==> src/rtl/mem_access_stage.sv <==
`default_nettype none
// ============================================================================
// Module      : mem_access_stage
// Description : Pipeline memory-access stage. Runs req/ack data-memory
//               transactions with timeout, stalls the front end meanwhile.
// Revision    : 1.0 - initial release
// ============================================================================
module mem_access_stage #(
  parameter int PROC_DATA_WIDTH        = 16,
  parameter int PROC_REGFILE_LOG2_DEEP = 5,
  parameter int DMEM_ADDR_WIDTH        = 8,
  parameter int TIMEOUT_CYCLES         = 15
) (
  input  logic                              clk_i,
  input  logic                              rst_i,
  input  logic                              ex_valid_i,
  input  logic                              mem_read_i,
  input  logic                              mem_write_i,
  input  logic                              reg_write_en_i,
  input  logic                              mem_to_reg_i,
  input  logic [PROC_REGFILE_LOG2_DEEP-1:0] reg_write_addr_i,
  input  logic [PROC_DATA_WIDTH-1:0]        alu_i,
  input  logic [PROC_DATA_WIDTH-1:0]        store_data_i,
  output logic                              dmem_req_o,
  output logic                              dmem_we_o,
  output logic [DMEM_ADDR_WIDTH-1:0]        dmem_addr_o,
  output logic [PROC_DATA_WIDTH-1:0]        dmem_wdata_o,
  input  logic                              dmem_ack_i,
  input  logic [PROC_DATA_WIDTH-1:0]        dmem_rdata_i,
  output logic                              stall_o,
  output logic                              reg_write_en_o,
  output logic                              mem_to_reg_o,
  output logic [PROC_REGFILE_LOG2_DEEP-1:0] reg_write_addr_o,
  output logic [PROC_DATA_WIDTH-1:0]        alu_o,
  output logic [PROC_DATA_WIDTH-1:0]        mem_data_o,
  output logic                              bus_err_o,
  output logic                              bus_err_sticky_o
);

  localparam int                   C_CNT_W    = $clog2(TIMEOUT_CYCLES + 1);
  localparam logic [C_CNT_W-1:0]   C_CNT_LAST = C_CNT_W'(TIMEOUT_CYCLES - 1);
  localparam logic [C_CNT_W-1:0]   C_CNT_MAX  = C_CNT_W'(TIMEOUT_CYCLES);

  typedef enum logic [1:0] {
    S_IDLE = 2'd0,
    S_BUSY = 2'd1,
    S_DONE = 2'd2
  } state_t;

  state_t                            r_state;
  state_t                            w_state_next;
  logic [C_CNT_W-1:0]                r_cnt;
  logic                              r_reg_write_en;
  logic                              r_mem_to_reg;
  logic [PROC_REGFILE_LOG2_DEEP-1:0] r_reg_write_addr;
  logic [PROC_DATA_WIDTH-1:0]        r_alu;
  logic                              w_access;
  logic                              w_last_busy;

  assign w_access    = ex_valid_i & (mem_read_i | mem_write_i);
  assign w_last_busy = (r_cnt == C_CNT_LAST);

  always_ff @(posedge clk_i) begin
    if (!rst_i) begin
      r_state <= S_IDLE;
    end else begin
      r_state <= w_state_next;
    end
  end

  always_comb begin
    w_state_next     = r_state;
    stall_o          = 1'b0;
    reg_write_en_o   = ex_valid_i & reg_write_en_i;
    mem_to_reg_o     = mem_to_reg_i;
    reg_write_addr_o = reg_write_addr_i;
    alu_o            = alu_i;
    case (r_state)
      S_IDLE: begin
        if (w_access) begin
          w_state_next   = S_BUSY;
          stall_o        = 1'b1;
          reg_write_en_o = 1'b0;
          mem_to_reg_o   = 1'b0;
        end
      end
      S_BUSY: begin
        stall_o          = 1'b1;
        reg_write_en_o   = 1'b0;
        mem_to_reg_o     = 1'b0;
        reg_write_addr_o = r_reg_write_addr;
        alu_o            = r_alu;
        // An ack on the last permitted cycle still wins over the timeout.
        if (dmem_ack_i || w_last_busy) begin
          w_state_next = S_DONE;
        end
      end
      S_DONE: begin
        w_state_next     = S_IDLE;
        reg_write_en_o   = r_reg_write_en & ~dmem_we_o;
        mem_to_reg_o     = r_mem_to_reg;
        reg_write_addr_o = r_reg_write_addr;
        alu_o            = r_alu;
      end
      default: begin
        w_state_next = S_IDLE;
      end
    endcase
    if (!rst_i) begin
      stall_o        = 1'b0;
      reg_write_en_o = 1'b0;
    end
  end

  always_ff @(posedge clk_i) begin
    if (!rst_i) begin
      r_cnt            <= '0;
      r_reg_write_en   <= 1'b0;
      r_mem_to_reg     <= 1'b0;
      r_reg_write_addr <= '0;
      r_alu            <= '0;
      dmem_req_o       <= 1'b0;
      dmem_we_o        <= 1'b0;
      dmem_addr_o      <= '0;
      dmem_wdata_o     <= '0;
      mem_data_o       <= '0;
      bus_err_o        <= 1'b0;
      bus_err_sticky_o <= 1'b0;
    end else begin
      bus_err_o <= 1'b0;
      case (r_state)
        S_IDLE: begin
          if (w_access) begin
            r_cnt            <= '0;
            r_reg_write_en   <= reg_write_en_i;
            r_mem_to_reg     <= mem_to_reg_i;
            r_reg_write_addr <= reg_write_addr_i;
            r_alu            <= alu_i;
            dmem_req_o       <= 1'b1;
            dmem_we_o        <= mem_write_i;
            dmem_addr_o      <= alu_i[DMEM_ADDR_WIDTH-1:0];
            dmem_wdata_o     <= store_data_i;
          end
        end
        S_BUSY: begin
          if (r_cnt != C_CNT_MAX) begin
            r_cnt <= r_cnt + C_CNT_W'(1);
          end
          if (dmem_ack_i) begin
            dmem_req_o <= 1'b0;
            if (!dmem_we_o) begin
              mem_data_o <= dmem_rdata_i;
            end
          end else if (w_last_busy) begin
            dmem_req_o       <= 1'b0;
            mem_data_o       <= '0;
            bus_err_o        <= 1'b1;
            bus_err_sticky_o <= 1'b1;
          end
        end
        default: begin
        end
      endcase
    end
  end

endmodule
`default_nettype wire

==> config.mk <==
export PLATFORM = sky130hd
export DESIGN_NAME = mem_access_stage
export DESIGN_NICKNAME = d
export VERILOG_FILES = /design/src/rtl/mem_access_stage.sv
export SDC_FILE = /design/constraint.sdc
export NUM_CORES = 1
export LEC_CHECK = 0
export BUFFER_PORTS_ARGS = -buffer_cell sky130_fd_sc_hd__buf_2
export CORE_ASPECT_RATIO = 0.5
export CORE_MARGIN = 2
export CORE_UTILIZATION = 43
export DETAILED_ROUTE_END_ITERATION = 7
export GPL_ROUTABILITY_DRIVEN = 0
export GPL_TIMING_DRIVEN = 0
export HOLD_SLACK_MARGIN = 0.06
export MAX_ROUTING_LAYER = met4
export PLACE_DENSITY = 0.79
export SLEW_MARGIN = 10
export SYNTH_ARGS = -nofsm -noshare
export SYNTH_HDL_FRONTEND = slang
export SYNTH_SLANG_ARGS = --single-unit
==> constraint.sdc <==
create_clock -name clk_i -period 1.5 [get_ports clk_i]
set_clock_uncertainty 0.05 [all_clocks]
set_input_delay 0.15 -clock clk_i [delete_from_list [all_inputs] [get_ports clk_i]]
set_output_delay 0.15 -clock clk_i [all_outputs]
set_load 0.02 [all_outputs]
==> impl_metrics.ini, run 1 <==
[setup_path]
cp_max_fo = 5
endpoint_kind = output port
path_class = reg2out
startpoint_type = register
worst_ep_required_time_ps = 1300
crit_arrival_ps = 1720

[yosys]
synth.largest_area_cell = dfxtp_1
syn_area_per_cell_um2 = 8.48
synth.top_cell.area_share = 0.440
synth_area_leaders = dfxtp_1 44%, nand2_1 11%, a21oi_1 10%, mux2_2 8.0%, a22oi_1 4.1%
yosysWarningCount = 0
synth_edf_count = 0
ys_dominant_reg_cell = dfxtp_1
synth-seq-cells = 65
synth_area_um2 = 2960
ys_seq_area_frac = 0.440
async_flop_share = 0
synth_nets = 417
synthCells = 349
synth_cell_types = 40

[clock_tree]
cts_root_buffer = clkbuf_16
cts_inserted_buffers = 9
path_clk_slew_ps = 50
cts_max_level = 3
clk_latency_ps = 330
cts_tree = done
cts_buffer_depth = 2
cts.sinks = 65

[die]
core_um2 = 6670
start_util = 0.443
die_w_um = 121
die_area_um2 = 7600
std_cell_rows = 21
die_h_um = 62.6
ios = 129

[grt]
antenna_found_initial = 0
grt_max_degree = 11
grt_usage = 0.257
grt-ovfl-total = 0
grt_pass1_vias = 3277
grt_pass1_wl_um = 15100

[hold_path]
holdCritPathClass = in2reg

[route]
drt_iter0_drc = 307
drt-total-wl_um = 11500
wire_per_inst_um = 17.9
ant_nets = 0
vias = 3567
vias_per_cell = 5.56
drc_errors = 0
drt-pass1-iter-count = 5

[power_and_ir_drop]
power_w = 0.00552
power_density_nw_per_um2 = 1100
ir_drop_v = 0.000739
leakage_nw = 2.24

[sta]
worst_slew_pin_slew_ps = 593
final_hold_viol_count = 0
holdWs_ps = 60.0
fin_crit_sh = 1.28
setup_ws_ps = -422
finalMaxSlewViolations = 0
relSlewSlack = 0.604
fin_crit_ps = 1920
setup_viol = 48
rsz0062_at_grt = yes
maxClockFrequency_mhz = 520
finalSetupTns_ps = -12760

[status]
violations = negative setup slack
status = complete, but fails checks

[layout]
reg_top3 = dmem_wdata_o (16), mem_data_o (16), r_alu (9)
layout-drive-gt1-share = 0.425
final_cell_area_um2 = 5040
diodes = 0
nNetsFinal = 615
areaGrowthSynthToFinish_pct = 70.3

[place]
preCtsSetupSlack_ps = -343
place_area_um2 = 3730
port_buffers = 128
hpwl_um = 5550

[flow_run]
drv_cap = 0
-- cells in the mapped netlist (all sizes together) (2+ instances only) --
master	instances
nand4	2
a21oi	60
inv	6
mux2i	3
mux2	21
dfxtp	65
nand4b	3
and3	2
nand2	86
nand2b	2
ha	7
a22oi	16
nand3	19
nor2	2
clkbuf	6
o21ai	2
buf	28
o221ai	2
-- worst paths after layout --
kind	end	startpoint	depth (start not counted)	slack, ps
worst max register to register	mem_data_o[1]$_SDFFE_PN0P_	r_state[1]$_SDFFE_PN0P_	8	-200
worst max-delay path	reg_write_addr_o[3]	r_state[0]$_SDFFE_PN0P_	5	-420
worst min-delay path	mem_data_o[5]$_SDFFE_PN0P_	dmem_rdata_i[5]	3	60
worst min register to register	dmem_wdata_o[3]$_SDFFE_PN0P_	dmem_wdata_o[3]$_SDFFE_PN0P_	2	400
-- critical path, cell delays in order, from the launching register on --
cell and delay, ps:
dfxtp_4 380, inv_4 50, ha_4 350, clkbuf_16 180, mux2_4 310, buf_6 130
-- stage by stage --
stage                      util  cells
after floorplan               -    349
after global placement    0.559    569
after detailed placement  0.559    569
after CTS                 0.716    635
after global routing      0.755    642
final                     0.755    642
-- layout by cell type (no fill, tap or decap), types with 3 or more instances in the layout --
cell,instances
buf_6,29
nand4b_1,3
nand2_1,86
buf_2,109
dlygate4sd3_1,47
mux2_4,21
a22oi_2,14
clkbuf_16,10
clkbuf_1,8
mux2i_1,3
buf_4,21
nand3_1,19
inv_2,3
a21oi_1,58
ha_1,5
dfxtp_1,63
buf_8,3
-- power breakdown --
group / internal, W / leakage (nW) / switching (W) / total [W]
clock: 0.00119 / 0.129 / 0.000722 / 0.00191
combinational: 0.000836 / 1.58 / 0.000832 / 0.00167
sequential: 0.00185 / 0.532 / 0.0000920 / 0.00194
-- layout make-up --
cell class | count | area, um^2
buffer | 32 | 249
clock buffer | 14 | 264
fill | 431 | 1640
inverter | 6 | 25.0
multi-input combinational | 244 | 1660
sequential | 65 | 1310
tap | 92 | 115
timing repair buffer | 189 | 1410
-- cell families (layout without fill, tap and decap cells) --
| kind of cell | after synthesis | count (layout) | share of synthesized area |
|---|---|---|---|
| multiplexers | 24 | 24 | 0.0901 |
| AO/OA/AOI/OAI | 88 | 88 | 0.181 |
| flip-flops | 65 | 65 | 0.440 |
| adder cells (fa/ha/maj) | 7 | 7 | 0.0296 |
| AND/OR/NAND/NOR | 125 | 125 | 0.188 |
| buffers and inverters | 40 | 241 | 0.0711 |
-- layer usage --
metal  wire, um  up-vias  global-route usage
met2       5820      209               0.465
met3        723       61              0.0620
met4        492        0               0.103
li1           -     1599                   -
met5          0        -                   -
met1       4470     1698               0.269
-- repair_timing --
action / 4_1_cts / 5_1_grt
resized for setup: 72 / 56
setup buffers: 5 / 6
pin swaps: 16 / 9
setup endpoints to repair: 81 / 82
hold endpoints to repair: 47 / 0
hold buffers: 47 / 0
cloned: 2 / 1
No activity file was read; power rests on OpenSTA's default activity.
==> run 2: changes to the inputs <==
clock period = 1.56 ns   (was 1.5 ns; I/O delays follow)
==> run 2 against run 1 <==
- the run still ends with negative setup slack left
- sequential power down 4%
- power down 4.9%
- register-to-register slack better by 60 ps
- utilization up 0.51 points
- non-clock buffer count up 8
- clock-buffer cell count down 4
- combinational power down 5%
- via count up 1.6%
- wire length up 1.6%
- first-iteration DRC count down 7.2%
- flip-flop and latch count unchanged
- cell count up 1.1%
==> impl_metrics.ini, run 2 (same netlist as run 1, synthesis figures left out) <==
[power_and_ir_drop]
leakage_nw = 2.22
combPwrFrac = 0.302
p_sw_frac = 0.308
p_int_w = 0.00363
power_density_nw_per_um2 = 1040
seqPwrFrac = 0.355
clock_power_share = 0.343
power_w = 0.00525
p_switching_w = 0.00162
ir_drop_v = 0.000527

[sta]
fin_crit_ps = 1980
worst_slew_pin_slew_ps = 619
setup_viol = 47
fin_crit_sh = 1.27
final_hold_viol_count = 0
maxClockFrequency_mhz = 504
rsz0062_at_grt = yes
finalSetupTns_ps = -10010
relSlewSlack = 0.587
setup_ws_ps = -423
finalMaxSlewViolations = 0

[layout]
utilization = 0.760
diodes = 0
reg_top3 = dmem_wdata_o (16), mem_data_o (16), r_alu (9)
layout_common_cells = 118 x buf_2, 86 x nand2_1, 63 x dfxtp_1
layout-drive-gt1-share = 0.454
areaGrowthSynthToFinish_pct = 71.4
final_cell_count_no_fill = 649
layout_commonest_cell = buf_2
nNetsFinal = 623

[setup_path]
critical-path-max-stage-delay_ps = 360
worstPathCellList = inv_2, buf_4, ha_2, nor4bb_2, a31oi_1, a21oi_1, buf_4
cp_max_fo = 2
cp_slowest_cell = dfxtp_2
path_class = reg2out
worst_ep_required_time_ps = 1350
cpMostUsedCell = buf_4
crit_arrival_ps = 1780
r2r-start = r_state[1]$_SDFFE_PN0P_
endpoint_kind = output port
startpoint_type = register
crit_start = r_state[0]$_SDFFE_PN0P_

[route]
drt-pass1-iter-count = 7
wire_per_inst_um = 18.0
drt_iter0_drc = 285
drt-total-wl_um = 11700
drc_errors = 0
vias_per_cell = 5.59
vias = 3625
ant_nets = 0

[clock_tree]
cts_inserted_buffers = 9
cts_buffer_depth = 2
cts_root_buffer = clkbuf_16
cts.sinks = 65
cts_max_level = 3
path_clk_slew_ps = 60
clk_latency_ps = 330
cts_tree = done

[grt]
grtUsageMet1 = 0.309
grt_pass1_wl_um = 16900
use_met2 = 0.505
use_met3 = 0.0812
grt_usage = 0.293
grt_max_degree = 11
antenna_found_initial = 0
top_usage_layer = met2
grt_pass1_vias = 3482
grt-ovfl-total = 0

[place]
preCtsSetupSlack_ps = -313
hpwl_um = 5500
dp.cells = 569
port_buffers = 128

[die]
die_h_um = 62.6
core_um2 = 6670
ios = 129
die_area_um2 = 7600
start_util = 0.443
std_cell_rows = 21
die_w_um = 121

[hold_path]
worst_hold_startpoint = dmem_rdata_i[5]
holdCritPathClass = in2reg

[flow_run]
drv_cap = 0

[status]
violations = negative setup slack
status = complete, but fails checks
==> run 2: what timing repair did <==
action	in CTS	in global routing
setup endpoints to repair	79	64
cloned	2	0
endpoints found under the hold margin	50	0
hold buffers	50	0
pin swaps	24	34
buffers inserted	13	6
resized for setup	85	36
==> run 2: cell type report <==
type | instances | area, um^2
inverters | 6 | 22.5
clock buffers | 10 | 239
well taps | 92 | 115
fillers | 405 | 1600
repair buffers | 198 | 1450
clock inverters | 3 | 20.0
flip-flops and latches | 65 | 1300
multi-input cells | 244 | 1690
plain buffers | 31 | 229
==> run 2: metal layers <==
metal  part of all wire  vias up
met4              0.053        0
met3              0.080       76
met2               0.49      245
met1               0.37     1687
li1                   -     1617
met5                  0        -
==> run 2: worst paths after layout <==
check,cells past startpoint,slack (ps),to
worst max register to register,8,-140,mem_data_o[0]$_SDFFE_PN0P_
worst min register to register,2,400,dmem_wdata_o[4]$_SDFFE_PN0P_
worst max-delay path,7,-420,reg_write_en_o
worst min-delay path,3,90,mem_data_o[5]$_SDFFE_PN0P_
==> run 2: power by group through the flow <==
stage	combinational, W	sequential [W]	clock [W]
2_1_floorplan	0.000624	0.00195	0
3_3_place_gp	0.00103	0.00187	0
3_5_place_dp	0.00105	0.00188	0
4_1_cts	0.00142	0.00185	0.00179
5_1_grt	0.00166	0.00187	0.00188
6_report	0.00159	0.00186	0.00180
==> run 2: worst max-delay path, delay by kind of cell (launching register included) <==
family	cells	cell delay [ps]
buffers and inverters	3	410
DFF	1	360
AOI/OAI and AO/OA	2	340
adders and majority gates	1	180
and+or+nand+nor	1	170
==> run 2: per-stage QoR <==
stage | hold slack [ps] | cell area (um^2)
6_report | 88.1 | 5070
5_1_grt | 99.9 | 5070
4_1_cts | 60.4 | 4910
3_5_place_dp | 352 | 3720
2_1_floorplan | 242 | 2960
3_3_place_gp | 347 | 3720
==> run 3: changes to the inputs <==
CELL_PAD_IN_SITES_DETAIL_PLACEMENT = 2   (was default)
CELL_PAD_IN_SITES_GLOBAL_PLACEMENT = 2   (was default)
CORE_UTILIZATION = 23   (was 43)
HOLD_SLACK_MARGIN = 0.08   (was 0.06)
PLACE_DENSITY = 0.77   (was 0.79)
==> run 3 against run 2 <==
- the run still ends with negative setup slack left
- largest power group is now the clock network
- setup slack got worse by 17 ps
- critical path type unchanged
- global-route usage decreased by 6.4 points
- combinational power increased by 12%
==> impl_metrics.ini, run 3 (same netlist as run 1, synthesis figures left out) <==
[sta]
setup_viol = 51
relSlewSlack = 0.552
setup_ws_ps = -440
final_hold_viol_count = 0
maxClockFrequency_mhz = 500
fin_crit_sh = 1.28
finalMaxSlewViolations = 0
rsz0062_at_grt = yes
fin_crit_ps = 2000
worst_slew_pin_slew_ps = 672

[layout]
areaGrowthSynthToFinish_pct = 83.8
diodes = 0
layout-drive-gt1-share = 0.456
final_cell_count_no_fill = 733
nNetsFinal = 626
final_cell_area_um2 = 5440
layout_common_cells = 108 x buf_2, 86 x nand2_1, 63 x dfxtp_1
layout_commonest_cell = buf_2
reg_top3 = dmem_wdata_o (16), mem_data_o (16), r_alu (9)

[die]
core_um2 = 12600
ios = 129
start_util = 0.235
die_h_um = 84.2
die_area_um2 = 13800
die_w_um = 164
std_cell_rows = 29

[status]
status = complete, but fails checks
violations = negative setup slack

[setup_path]
endpoint_kind = output port
startpoint_type = register
crit_arrival_ps = 1790
cp_max_fo = 5
cp_slowest_cell = dfxtp_4
worstPathCellList = inv_4, ha_4, clkbuf_16, mux2_4, buf_6
critical-path-max-stage-delay_ps = 380
worst_ep_required_time_ps = 1350
path_class = reg2out

[place]
port_buffers = 128
place_area_um2 = 3820
hpwl_um = 7720
dp.cells = 647

[clock_tree]
cts_max_level = 3
cts_buffer_depth = 2
path_clk_slew_ps = 70
cts.sinks = 65
cts_tree = done
clk_latency_ps = 340
cts_root_buffer = clkbuf_16
cts_inserted_buffers = 9

[power_and_ir_drop]
ir_drop_v = 0.000481
leakage_nw = 2.34
power_density_nw_per_um2 = 1120

[grt]
grt_pass1_wl_um = 23300
antenna_found_initial = 0
grt_max_degree = 12
grt_pass1_vias = 3986
grt-ovfl-total = 0
grt_usage = 0.229

[route]
drt_iter0_drc = 151
vias_per_cell = 4.91
wire_per_inst_um = 23.3
drc_errors = 0
ant_nets = 0
drt-pass1-iter-count = 4
vias = 3596
drt-total-wl_um = 17100

[hold_path]
holdCritPathClass = in2reg

[flow_run]
drv_cap = 0
[run 3: changes by cell type in the layout (fill, tap and decap cells not counted), sizes merged]
cell / change
buf: -2
bufinv: +3
clkbuf: +3
clkinvlp: -1
dlygate4sd3: +3
[run 3: path summary, 6_finish.rpt]
check | startpoint | endpoint | slack, ps | cells past startpoint
hold reg to reg | r_reg_write_addr[1]$_SDFFE_PN0P_ | r_reg_write_addr[1]$_SDFFE_PN0P_ | 420 | 2
setup / recovery | r_state[1]$_SDFFE_PN0P_ | reg_write_addr_o[4] | -440 | 5
setup reg to reg | r_state[0]$_SDFFE_PN0P_ | mem_data_o[7]$_SDFFE_PN0P_ | -330 | 8
hold / removal | dmem_rdata_i[1] | mem_data_o[1]$_SDFFE_PN0P_ | 90 | 3
[run 3: critical path: cells and delay by family, from the launching register on]
kind | cells | cell delay (ps)
buffers and inverters | 3 | 380
DFF | 1 | 380
muxes | 1 | 320
adders and majority gates | 1 | 360
[run 3: layout make-up]
cell class,count,area [um^2]
multi-input cells,244,1760
plain buffers,31,256
well taps,170,213
inverters,6,30.0
flip-flops and latches,65,1310
fillers,1332,7150
clock inverters,5,103
clock buffers,11,243
repair buffers,201,1530
[run 3: layer usage]
layer | up-vias | global-route usage | routed length (um)
met5 | - | - | 0
met1 | 1837 | 0.253 | 7200
met3 | 42 | 0.0484 | 589
met4 | 0 | 0.0704 | 585
met2 | 95 | 0.413 | 8740
li1 | 1622 | - | -
[run 3: per-stage QoR]
| stage | setup TNS (ps) | hold slack [ps] | util | power (W) | setup WS [ps] |
|---|---|---|---|---|---|
| 6_report | -14770 | 87.4 | 0.432 | 0.00611 | -440 |
| 3_3_place_gp | -11240 | 350 | 0.303 | 0.00295 | -332 |
| 5_1_grt | -17180 | 114 | 0.432 | 0.00633 | -468 |
| 2_1_floorplan | -44.5 | 242 | - | 0.00257 | -2.23 |
| 3_5_place_dp | -13710 | 357 | 0.303 | 0.00298 | -350 |
| 4_1_cts | -9830 | 81.2 | 0.404 | 0.00575 | -382 |
[run 3: repair_timing]
action	4_1_cts	5_1_grt
setup endpoints to repair	81	87
setup buffers	7	11
hold endpoints to repair	53	0
cloned	2	1
resized for setup	88	75
pin swaps	10	22
hold buffers	53	0
[run 3: power by group]
| part | total [W] | switching [W] | internal [W] |
|---|---|---|---|
| clock | 0.00245 | 0.000845 | 0.00160 |
| combinational | 0.00178 | 0.000922 | 0.000856 |
| sequential | 0.00188 | 0.000105 | 0.00177 |
